`config.mk`:
```
export PLATFORM = sky130hd
export DESIGN_NAME = mod_vram_arbiter
export DESIGN_NICKNAME = d
export VERILOG_FILES = /design/src/rtl/vram_pkg.sv /design/src/rtl/mod_vram_read_pipe.sv /design/src/rtl/mod_vram_arbiter.sv
export SDC_FILE = /design/constraint.sdc
export NUM_CORES = 1
export LEC_CHECK = 0
export ABC_AREA = 1
export CAP_MARGIN = 40
export CORE_ASPECT_RATIO = 0.8
export CORE_MARGIN = 3
export CORE_UTILIZATION = 41
export CTS_CLUSTER_DIAMETER = 150
export DETAILED_ROUTE_END_ITERATION = 10
export PLACE_DENSITY_LB_ADDON = 0.05
export REMOVE_ABC_BUFFERS = 1
export SLEW_MARGIN = 10
export SYNTH_ARGS = -nofsm -noshare
export SYNTH_HDL_FRONTEND = slang
export SYNTH_HIERARCHICAL = 1
export SYNTH_SLANG_ARGS = --single-unit
```
`constraint.sdc`:
```
create_clock -name in_clk_25_175_mhz -period 1.1 [get_ports in_clk_25_175_mhz]
set_clock_uncertainty 0.05 [all_clocks]
set_input_delay 0.165 -clock in_clk_25_175_mhz [delete_from_list [all_inputs] [get_ports in_clk_25_175_mhz]]
set_output_delay 0.165 -clock in_clk_25_175_mhz [all_outputs]
set_load 0.03 [all_outputs]
```
`src/rtl/vram_pkg.sv`:
```
// ----------------------------------------------------------------------------
// vram_pkg
//
// Purpose:
//   Shared types and constants for the video-RAM arbiter slice. The arbiter
//   top and its read-return pipe both import this package.
//
// Contents:
//   state_e     - arbiter state: IDLE (host may be granted) or GAP (the cycle
//                 after a host grant, during which the host sees its ack)
//   tag_e       - owner of a read in flight: none, display or host
//   RD_LATENCY  - edges from the RAM command register to the captured data
//   host_tag()  - tag pushed for a host grant (writes produce no return data)
// ----------------------------------------------------------------------------
package vram_pkg;

    typedef enum logic {
        IDLE = 1'b0,
        GAP  = 1'b1
    } state_e;

    typedef enum logic [1:0] {
        TAG_NONE = 2'd0,
        TAG_DISP = 2'd1,
        TAG_HOST = 2'd2
    } tag_e;

    // One edge for the synchronous RAM to read, one edge to register the word.
    localparam int RD_LATENCY = 2;

    // Host writes never return data, so they leave a bubble in the tag pipe.
    function automatic tag_e host_tag(input logic we);
        return we ? TAG_NONE : TAG_HOST;
    endfunction

endpackage

```
`src/rtl/mod_vram_read_pipe.sv`:
```
// ----------------------------------------------------------------------------
// mod_vram_read_pipe
//
// Purpose:
//   Tracks which requester owns each read in flight and steers the RAM read
//   word to that requester. A tag is pushed on the same edge that registers
//   the RAM command. When the tag reaches the last stage, the RAM output is
//   valid and is captured into the matching output register. That output's
//   valid flag pulses for one cycle.
//
// Ports:
//   clk          in   pixel clock
//   rst_n        in   asynchronous active-low reset (clears tags and outputs)
//   push_tag     in   tag_e value for the command issued this edge
//   ram_rdata    in   synchronous RAM read word
//   disp_data    out  last word returned to the display path
//   disp_valid   out  one-cycle pulse, disp_data updated
//   host_data    out  last word returned to the host path
//   host_valid   out  one-cycle pulse, host_data updated
// ----------------------------------------------------------------------------
module mod_vram_read_pipe
    import vram_pkg::*;
#(
    parameter int DATA_W = 8
) (
    input  logic              clk,
    input  logic              rst_n,
    input  logic [1:0]        push_tag,
    input  logic [DATA_W-1:0] ram_rdata,
    output logic [DATA_W-1:0] disp_data,
    output logic              disp_valid,
    output logic [DATA_W-1:0] host_data,
    output logic              host_valid
);

    tag_e              tag_q [RD_LATENCY];
    tag_e              tag_d [RD_LATENCY];
    logic [DATA_W-1:0] disp_data_q, disp_data_d;
    logic              disp_valid_q, disp_valid_d;
    logic [DATA_W-1:0] host_data_q, host_data_d;
    logic              host_valid_q, host_valid_d;

    // The tag shift register advances every cycle. Idle cycles push TAG_NONE,
    // so bubbles travel down the pipe exactly like real reads.
    // Each data register holds its last word; only its valid flag is a pulse.
    always_comb begin
        tag_d[0] = tag_e'(push_tag);
        for (int i = 1; i < RD_LATENCY; i++) begin
            tag_d[i] = tag_q[i-1];
        end

        disp_data_d  = disp_data_q;
        disp_valid_d = 1'b0;
        host_data_d  = host_data_q;
        host_valid_d = 1'b0;

        unique case (tag_q[RD_LATENCY-1])
            TAG_DISP: begin
                disp_data_d  = ram_rdata;
                disp_valid_d = 1'b1;
            end
            TAG_HOST: begin
                host_data_d  = ram_rdata;
                host_valid_d = 1'b1;
            end
            default: begin
            end
        endcase
    end

    // Reset drops every read in flight, so no valid pulse can appear after
    // release for a command issued before reset.
    always_ff @(posedge clk or negedge rst_n) begin
        if (!rst_n) begin
            for (int i = 0; i < RD_LATENCY; i++) begin
                tag_q[i] <= TAG_NONE;
            end
            disp_data_q  <= '0;
            disp_valid_q <= 1'b0;
            host_data_q  <= '0;
            host_valid_q <= 1'b0;
        end else begin
            for (int i = 0; i < RD_LATENCY; i++) begin
                tag_q[i] <= tag_d[i];
            end
            disp_data_q  <= disp_data_d;
            disp_valid_q <= disp_valid_d;
            host_data_q  <= host_data_d;
            host_valid_q <= host_valid_d;
        end
    end

    assign disp_data  = disp_data_q;
    assign disp_valid = disp_valid_q;
    assign host_data  = host_data_q;
    assign host_valid = host_valid_q;

endmodule

```
`src/rtl/mod_vram_arbiter.sv`:
```
// ----------------------------------------------------------------------------
// mod_vram_arbiter
//
// Purpose:
//   Shares one single-port iCE40 block RAM between the display fetch path and
//   the host path, in the 25.175 MHz pixel clock domain. The display always
//   wins. The host uses a req/ack handshake and takes only the slots the
//   display leaves free, optionally only during blanking. Every RAM command is
//   registered here. Read data is steered back by mod_vram_read_pipe.
//
// Parameters:
//   ADDR_W              VRAM word address width
//   DATA_W              VRAM word width
//   HOST_ONLY_IN_BLANK  1: host is granted only while in_blank is high
//
// Ports:
//   in_clk_25_175_mhz   in   pixel clock, the only clock
//   in_reset_n          in   asynchronous active-low reset
//   in_disp_req         in   single-cycle display fetch strobe
//   in_disp_addr        in   display fetch address
//   out_disp_data       out  fetched display word
//   out_disp_valid      out  one-cycle pulse, out_disp_data valid
//   in_blank            in   high during horizontal/vertical blanking
//   in_host_req         in   host request, held until out_host_ack
//   in_host_we          in   host write enable (1 = write, 0 = read)
//   in_host_addr        in   host address
//   in_host_wdata       in   host write data
//   out_host_ack        out  one-cycle pulse, host request accepted
//   out_host_rdata      out  host read data
//   out_host_rvalid     out  one-cycle pulse, out_host_rdata valid
//   out_ram_addr        out  registered RAM address
//   out_ram_we          out  registered RAM write enable
//   out_ram_wdata       out  registered RAM write data
//   in_ram_rdata        in   RAM read data, one cycle after the address edge
// ----------------------------------------------------------------------------
module mod_vram_arbiter
    import vram_pkg::*;
#(
    parameter int ADDR_W             = 11,
    parameter int DATA_W             = 8,
    parameter bit HOST_ONLY_IN_BLANK = 1'b0
) (
    input  logic              in_clk_25_175_mhz,
    input  logic              in_reset_n,
    input  logic              in_disp_req,
    input  logic [ADDR_W-1:0] in_disp_addr,
    output logic [DATA_W-1:0] out_disp_data,
    output logic              out_disp_valid,
    input  logic              in_blank,
    input  logic              in_host_req,
    input  logic              in_host_we,
    input  logic [ADDR_W-1:0] in_host_addr,
    input  logic [DATA_W-1:0] in_host_wdata,
    output logic              out_host_ack,
    output logic [DATA_W-1:0] out_host_rdata,
    output logic              out_host_rvalid,
    output logic [ADDR_W-1:0] out_ram_addr,
    output logic              out_ram_we,
    output logic [DATA_W-1:0] out_ram_wdata,
    input  logic [DATA_W-1:0] in_ram_rdata
);

    state_e            state_q, state_d;
    logic [ADDR_W-1:0] ram_addr_q, ram_addr_d;
    logic              ram_we_q, ram_we_d;
    logic [DATA_W-1:0] ram_wdata_q, ram_wdata_d;
    logic              host_ack_q, host_ack_d;

    logic              host_window;
    logic              host_eligible;
    logic              host_grant;
    tag_e              push_tag;

    // The host is eligible only in IDLE. The cycle after a grant is GAP, and
    // the host still holds its request while it sees the ack. Blocking that
    // cycle stops one request from being granted twice.
    assign host_window   = !HOST_ONLY_IN_BLANK || in_blank;
    assign host_eligible = in_host_req && (state_q == IDLE) && host_window;
    assign host_grant    = host_eligible && !in_disp_req;

    // Command selection for the next edge: display first, then host, else an
    // idle cycle that keeps the last address and wdata but never writes.
    // The display ignores the state, so a losing host just keeps waiting.
    always_comb begin
        ram_addr_d  = ram_addr_q;
        ram_we_d    = 1'b0;
        ram_wdata_d = ram_wdata_q;
        host_ack_d  = 1'b0;
        push_tag    = TAG_NONE;

        if (in_disp_req) begin
            ram_addr_d = in_disp_addr;
            push_tag   = TAG_DISP;
        end else if (host_grant) begin
            ram_addr_d  = in_host_addr;
            ram_we_d    = in_host_we;
            ram_wdata_d = in_host_wdata;
            host_ack_d  = 1'b1;
            push_tag    = host_tag(in_host_we);
        end
    end

    // GAP always lasts one cycle, which caps the host at one grant per two
    // cycles.
    always_comb begin
        state_d = state_q;
        unique case (state_q)
            IDLE:    state_d = host_grant ? GAP : IDLE;
            GAP:     state_d = IDLE;
            default: state_d = IDLE;
        endcase
    end

    // State and all RAM-facing outputs share one register block, so every
    // command the RAM sees comes straight from a flop.
    always_ff @(posedge in_clk_25_175_mhz or negedge in_reset_n) begin
        if (!in_reset_n) begin
            state_q     <= IDLE;
            ram_addr_q  <= '0;
            ram_we_q    <= 1'b0;
            ram_wdata_q <= '0;
            host_ack_q  <= 1'b0;
        end else begin
            state_q     <= state_d;
            ram_addr_q  <= ram_addr_d;
            ram_we_q    <= ram_we_d;
            ram_wdata_q <= ram_wdata_d;
            host_ack_q  <= host_ack_d;
        end
    end

    assign out_ram_addr  = ram_addr_q;
    assign out_ram_we    = ram_we_q;
    assign out_ram_wdata = ram_wdata_q;
    assign out_host_ack  = host_ack_q;

    mod_vram_read_pipe #(
        .DATA_W (DATA_W)
    ) u_read_pipe (
        .clk        (in_clk_25_175_mhz),
        .rst_n      (in_reset_n),
        .push_tag   (push_tag),
        .ram_rdata  (in_ram_rdata),
        .disp_data  (out_disp_data),
        .disp_valid (out_disp_valid),
        .host_data  (out_host_rdata),
        .host_valid (out_host_rvalid)
    );

endmodule

```
==> out/summary.md, run 1 <==
For the worst-case vdd ir drop, the log shows 0.667 mV. The cell count after synthesis came out at 208. After detailed routing, the average wire length per cell comes to 12.6 um. TritonCTS built the clock tree.

The row count came out at 21. The count of buffering cells on the critical path with inverters included works out to 1. After clock tree synthesis, the clock-pin slew on the worst setup and hold paths is 0.08 ns. The die extent in x came out at 81.5 um. In this run, CTS created clock tree buffers numbering 5. The net count reported at finish is 348, and the global-route total usage across every layer is 0.181. The root buffer cell chosen for the clock tree is sky130_fd_sc_hd__clkbuf_8. Counting tap cells, the placed design contains a total of 349 instances.

The final cycle utilization of the critical path came out at 0.980. The number of diodes was 0. The run gives 0 as the final-report max-slew violation count. Along the worst path, the maximum fanout reaches 2. The type of element capturing the critical path is an output pin.

The tool flagged a number of max-cap violations equal to 0. The H-tree was split into 2 levels. The type of the worst min-delay path is register to register. For this design, the sink count on the clock tree is 44. The vertical extent of the die was 66.4 um. The critical path is of the register to output pin type. The finished layout holds 361 standard cells, fillers aside. For the number of global-route vias before repair, the log shows 1,539.

The largest individual stage delay along the critical path comes from the cell sky130_fd_sc_hd__dfrtp_1. After synthesis the netlist holds a flip-flop and latch count of 44. The clock insertion delay at the later pin of the skew report is 0.29 ns, and the area growth from synthesis to layout is 52.4%.

For the initial standard-cell utilization of the core, the log shows 0.437. Utilization of the core after routing: 0.665. STA classifies the critical path startpoint as a register. Setup violations remaining at the end of the flow were counted as 0. The flow ran to the end, and the final reports show no timing, DRC or antenna violations.

The finished cells cover 2850 um2. The remaining design rule violation count was 0; the final critical path time including I/O delays and setup was 1.08 ns. No sink is reached through more buffers than the 2 on the longest clock path. The pre-CTS setup slack was -0.228 ns; the area of placed instances was 2700 um2.

The logs give 0.927 GHz for the peak clock frequency supported by timing and 45 for the pin count of the biggest net entering global routing. For this design the static power due to leakage is 1.53 nW. 83 I/O pins were placed. Global routing finished with a remaining overflow of 0.

The sequential share of the synthesized area is 0.589, and the slew at the pin closest to its max-slew limit is 0.232 ns. The synthesized netlist contains 13 unique library cells. Before antenna repair, the detailed router went through 4 iterations. For this block, the initial DRC count from the detailed router was 80. Setup repair after global routing left no endpoint under its margin. Routability-driven placement finished with a final weighted congestion of 0.794. During synthesis, Yosys emitted a total of 6 warnings.

The largest delay contributor family on the critical path is flip-flops. The global-route wire length before repair is 7270 um. The die covers 5410 um2. Power spread over the standard cell area amounts to 1480 nW/um2. The total count of hold-check failures in the final report is 0. A synthesized cell averages 8.99 um2. The synthesized netlist occupies a cell area of 1870 um2. After detailed routing, the total wire length is 4530 um. Across all layers, the routed design uses 1,690 vias. At the worst endpoint, the required time is 0.88 ns. The post-layout worst setup margin is 0.0218 ns. The signal on the critical path passes through buf_6. The biggest cell delay along the critical path was 0.42 ns; the floorplan core area was 4280 um2. The share of layout cells above drive strength 1 was 0.240. Dividing the detail-routed via count by the number of cells gives 4.68.

For the register-to-register setup slack, the log shows 0.10 ns. The count of antenna-violating nets left after detailed routing was 0. For the relative slew slack, the log shows 0.845.

Input and output buffers added on the ports amount to 81. The tools report the half-perimeter wire length of the detailed placement result as 3340 um. The initial antenna violation count is 0, and the arrival time of the worst setup path is 0.86 ns.
synthesized netlist by cell type:
cell type	n	share of area
sky130_fd_sc_hd__buf_2	1	0.0027
sky130_fd_sc_hd__buf_4	2	0.0080
sky130_fd_sc_hd__buf_6	7	0.042
sky130_fd_sc_hd__dfrtp_1	44	0.59
sky130_fd_sc_hd__inv_1	5	0.010
sky130_fd_sc_hd__inv_2	4	0.0080
sky130_fd_sc_hd__nand2_1	103	0.21
sky130_fd_sc_hd__nand2_2	1	0.0033
sky130_fd_sc_hd__nand2_4	3	0.018
sky130_fd_sc_hd__nand3_1	27	0.072
sky130_fd_sc_hd__nand3_4	1	0.0094
sky130_fd_sc_hd__nand4_1	8	0.027
sky130_fd_sc_hd__nor2_1	2	0.0040
report_power, final:
part           total [W]  switching, W  internal [W]  leakage (nW)
Clock           0.000930      0.000498      0.000432        0.0410
Combinational    0.00135      0.000763      0.000585         0.945
Sequential       0.00195      0.000124       0.00182         0.542
Total            0.00422       0.00139       0.00284          1.53
path summary, 6_finish.rpt:
kind                                              to            startpoint  depth (start not counted)
worst min-delay path            u_read_pipe/tag_q[0]  u_read_pipe/tag_d[0]                          0
max in group asynchronous       u_read_pipe/tag_q[1]            in_reset_n                          3
min in group asynchronous           out_ram_wdata[1]            in_reset_n                          3
worst max-delay path                 out_ram_addr[6]       out_ram_addr[6]                          1
worst max register to register       out_ram_addr[3]               state_q                          5
worst min register to register  u_read_pipe/tag_q[0]  u_read_pipe/tag_d[0]                          0
final cells by class:
cell class,count,area [um2]
Inverter,9,36.3
Clock buffer,6,72.6
Clock inverter,1,5.00
Timing Repair Buffer,99,926
Multi-Input combinational cell,145,637
Tap cell,57,71.3
Sequential cell,44,1100
Fill cell,373,1430
state kept, by name (all words and copies together) (netlist names), 2 cells and up:
name	cells
out_ram_addr	11
u_read_pipe/disp_data	8
u_read_pipe/host_data	8
u_read_pipe/tag_q	2
u_read_pipe/tag_d	2
out_ram_wdata	8
timing repair:
action,in CTS,in global routing
hold endpoints to repair,44,0
resized for setup,1,9
setup buffers,0,4
setup endpoints to repair,1,18
hold buffers,1,0
logic make-up (layout without fill, tap and decap cells):
| kind of cell | after synthesis | in the layout | share of synthesized area |
|---|---|---|---|
| buffers and inverters | 19 | 115 | 0.0709 |
| DFF | 44 | 44 | 0.589 |
| and+or+nand+nor | 145 | 145 | 0.340 |
per-layer routing:
metal	up-vias	GRT usage	share of wire
li1	846	-	-
met1	787	0.256	0.47
met2	52	0.261	0.45
met3	5	0.0545	0.073
met4	0	0.0654	0.010
met5	-	0	0
layout by cell type (no fill, tap or decap), drive strengths merged:
cell,n
clkbuf,6
nor2,2
nand4,8
clkdlybuf4s50,41
dlygate4sd3,1
clkinv,1
dfrtp,44
nand2,107
buf,57
nand3,28
inv,9
metrics by stage:
stage / hold WS, ns / total power (W) / TNS, ns
floorplan: -0.181 / 0.00261 / 0
global placement: 0.111 / 0.00326 / -4.10
detailed placement: 0.108 / 0.00327 / -4.54
CTS: 0.304 / 0.00422 / 0
global route: 0.303 / 0.00447 / 0
finish: 0.301 / 0.00422 / 0
(Power assumes the default switching activity.)
==> inputs of run 2 (changes only) <==
- CAP_MARGIN: 40 -> unset
- CORE_UTILIZATION: 41 -> 45
- clock period: 1.1 -> 1.3 ns (I/O delays scaled with it)
==> out/summary.md, run 2 (same netlist as run 1, synthesis figures left out) <==
The run finished with clean final reports. TritonCTS built the clock tree. For the number of diodes, the log shows 0. The nature of the critical path startpoint is a register. The detailed router put a total of 1880 um of wire on met1.

The vertical extent of the die was 63.7 um. The die covers 4970 um2. Entering global routing, the biggest net connects 45 pins.

Critical register-to-register path startpoint: state_q. In this run the number of H-tree levels came out at 2. The footprint of the flip-flops and latches came out at 1100 um2. The initial standard-cell utilization of the core came out at 0.479. Setup repair after global routing left no endpoint under its margin. The routed layout has 1,659 vias. The run gives 0 as the total count of hold-check failures in the final report. For the setup-violating endpoint count in the final report, the log shows 0. In the final design database the tool counted 343 nets. The relative slew slack is 0.798. The final cycle utilization of the critical path came out at 0.982. Compared with the post-synthesis result, the final layout area differs by 46.2%. For the worst-case vdd ir drop, the log shows 0.910 mV.

The number of stages on the worst hold path is 0. The count of fill cells added during filler insertion was 336; the clock slew seen by the registers of the worst setup and hold paths was 0.08 ns. Traced cell by cell, the critical path runs through clkdlybuf4s15_1. For the clock insertion delay at the later pin of the skew report, the log shows 0.30 ns. Clock root buffer master: sky130_fd_sc_hd__clkbuf_8. Timing would allow up to 0.783 GHz. Of all nets on the critical path, the largest fanout is 2. Including well taps, the total number of placed cells is 346. Required time of the worst setup path: 1.05 ns.

The total number of cells along the worst setup path came out at 1. The leftover overflow at the end of global routing is 0. The run gives 0 as the initial antenna violation count. The flip-flop count of the largest register after layout is 11, and the remaining design rule violation count is 0. Using the TritonRoute via totals, the vias-per-cell ratio works out to 4.67.

The number of clock sinks is 44. Total negative slack: 0 ns. Summed over all nets, wire length on met3 after detailed routing comes to 312 um. The total routed wirelength is 4190 um, and the pre-CTS setup slack is -0.0760 ns. The number of cells on the worst reg-to-reg path is 5. The clock passes through at most 2 buffers. The average routed wire per standard cell came out at 11.8 um. The detailed-routing iteration count for the pre-antenna-repair pass is 4, and the row count is 20. The sink of the worst hold path is u_read_pipe/tag_q[0]. The share of layout cells above drive strength 1 works out to 0.197. The library cells used most frequently in the layout, excluding fill and tap cells, are sky130_fd_sc_hd__nand2_1, sky130_fd_sc_hd__dfrtp_1, sky130_fd_sc_hd__clkdlybuf4s50_1.

The DRC violation total after the first TritonRoute iteration was 46. Leaving out fill and tap cells, the most frequent cell in the layout is sky130_fd_sc_hd__nand2_1. Across the run, the number of max-cap violations was 0. The worst setup path is captured at an output pin.

During placement, the flow inserted port buffers numbering 81. The type of the worst min-delay path is register to register. The half-perimeter wire length of the detailed placement result is 3150 um, and the filler-free cell count of the finished design is 355.

During I/O placement, the number of pins put on the boundary was 83. The TritonCTS buffer count was 5. The classification of the worst setup path was register to output pin. In this design, the largest share of critical-path delay is due to flip-flops.

The worst path needs 1.28 ns of the cycle, external delays included. For this run, the slowest stage of the critical path takes 0.39 ns. The worst path meets setup with 0.0230 ns of slack. For this design the static power due to leakage is 1.47 nW.

Dividing total power by cell area gives a power density of 1340 nW/um2. In the final layout, the multi-input gates occupy 637 um2. The endpoint identified for the worst register-to-register timing path is out_ram_addr[5]. The routability-driven placement congestion ratio came out at 0.753.

The tools report the final-report max-slew violation count as 0. Cell with the biggest individual delay on the critical path: sky130_fd_sc_hd__dfrtp_1. Across all register-to-register paths, the minimum setup slack is 0.20 ns.

Global-route total usage across every layer: 0.184. In this run the remaining antenna-violating nets after routing total 0. For the pin with the worst max-slew slack, the measured transition is 0.304 ns.

STA puts the critical path data arrival time at 1.03 ns. Highest signal layer in the routed design: met4. In this run the standard cell core region covers 3900 um2. The tools report the number of global-route vias before repair as 1,615. The first global-routing pass estimated 7270 um of wire.

The tools report the startpoint of the lowest-slack hold path as u_read_pipe/tag_d[0]. The die extent in x came out at 78.1 um. The count of buffering cells on the critical path with inverters included was 1; the routed wire length on met2 was 1930 um.
## run 2: per-layer routing
metal  vias to the layer above  global-route usage
met5                         -                   0
met4                         0              0.0764
met1                       759               0.227
met2                        56               0.298
li1                        837                   -
met3                         7              0.0600
## run 2: layout make-up
cell class	instances	area share
multi-input combinational	145	0.233
tap	55	0.0252
clock buffer	5	0.0252
timing repair buffer	94	0.286
sequential	44	0.403
inverter	9	0.0124
clock inverter	3	0.0156
## run 2: how the worst max path moves through the flow
stage          slack [ns]                       end                     start
2_1_floorplan        0.31  u_read_pipe/disp_data[0]      u_read_pipe/tag_q[1]
3_3_place_gp        -0.06           out_ram_addr[6]               in_disp_req
3_5_place_dp        -0.08           out_ram_addr[7]               in_disp_req
4_1_cts             0.002           out_ram_addr[7]           out_ram_addr[7]
5_1_grt            0.0003           out_ram_addr[4]           out_ram_addr[4]
6_report             0.02         out_host_rdata[0]  u_read_pipe/host_data[0]
## run 2: timing repair
action	4_1_cts	5_1_grt
hold buffers	1	0
setup endpoints to repair	35	31
buffers inserted	0	0
hold endpoints to repair	44	0
gates resized for setup	61	33
gates cloned	0	0
## run 2: power by group
| part | leakage [nW] | switching (W) | internal [W] |
|---|---|---|---|
| registers | 0.544 | 0.0000892 | 0.00154 |
| logic | 0.876 | 0.000640 | 0.000373 |
| clock network | 0.0541 | 0.000455 | 0.000568 |
## run 2: through the flow
stage          total power (W)  area [um2]  utilization  hold slack [ns]
6_report               0.00367        2730        0.700            0.294
2_1_floorplan          0.00220        1770            -           -0.151
4_1_cts                0.00376        2850        0.730            0.301
5_1_grt                0.00386        2730        0.700            0.300
3_5_place_dp           0.00281        2740        0.702            0.149
3_3_place_gp           0.00279        2740        0.702            0.136
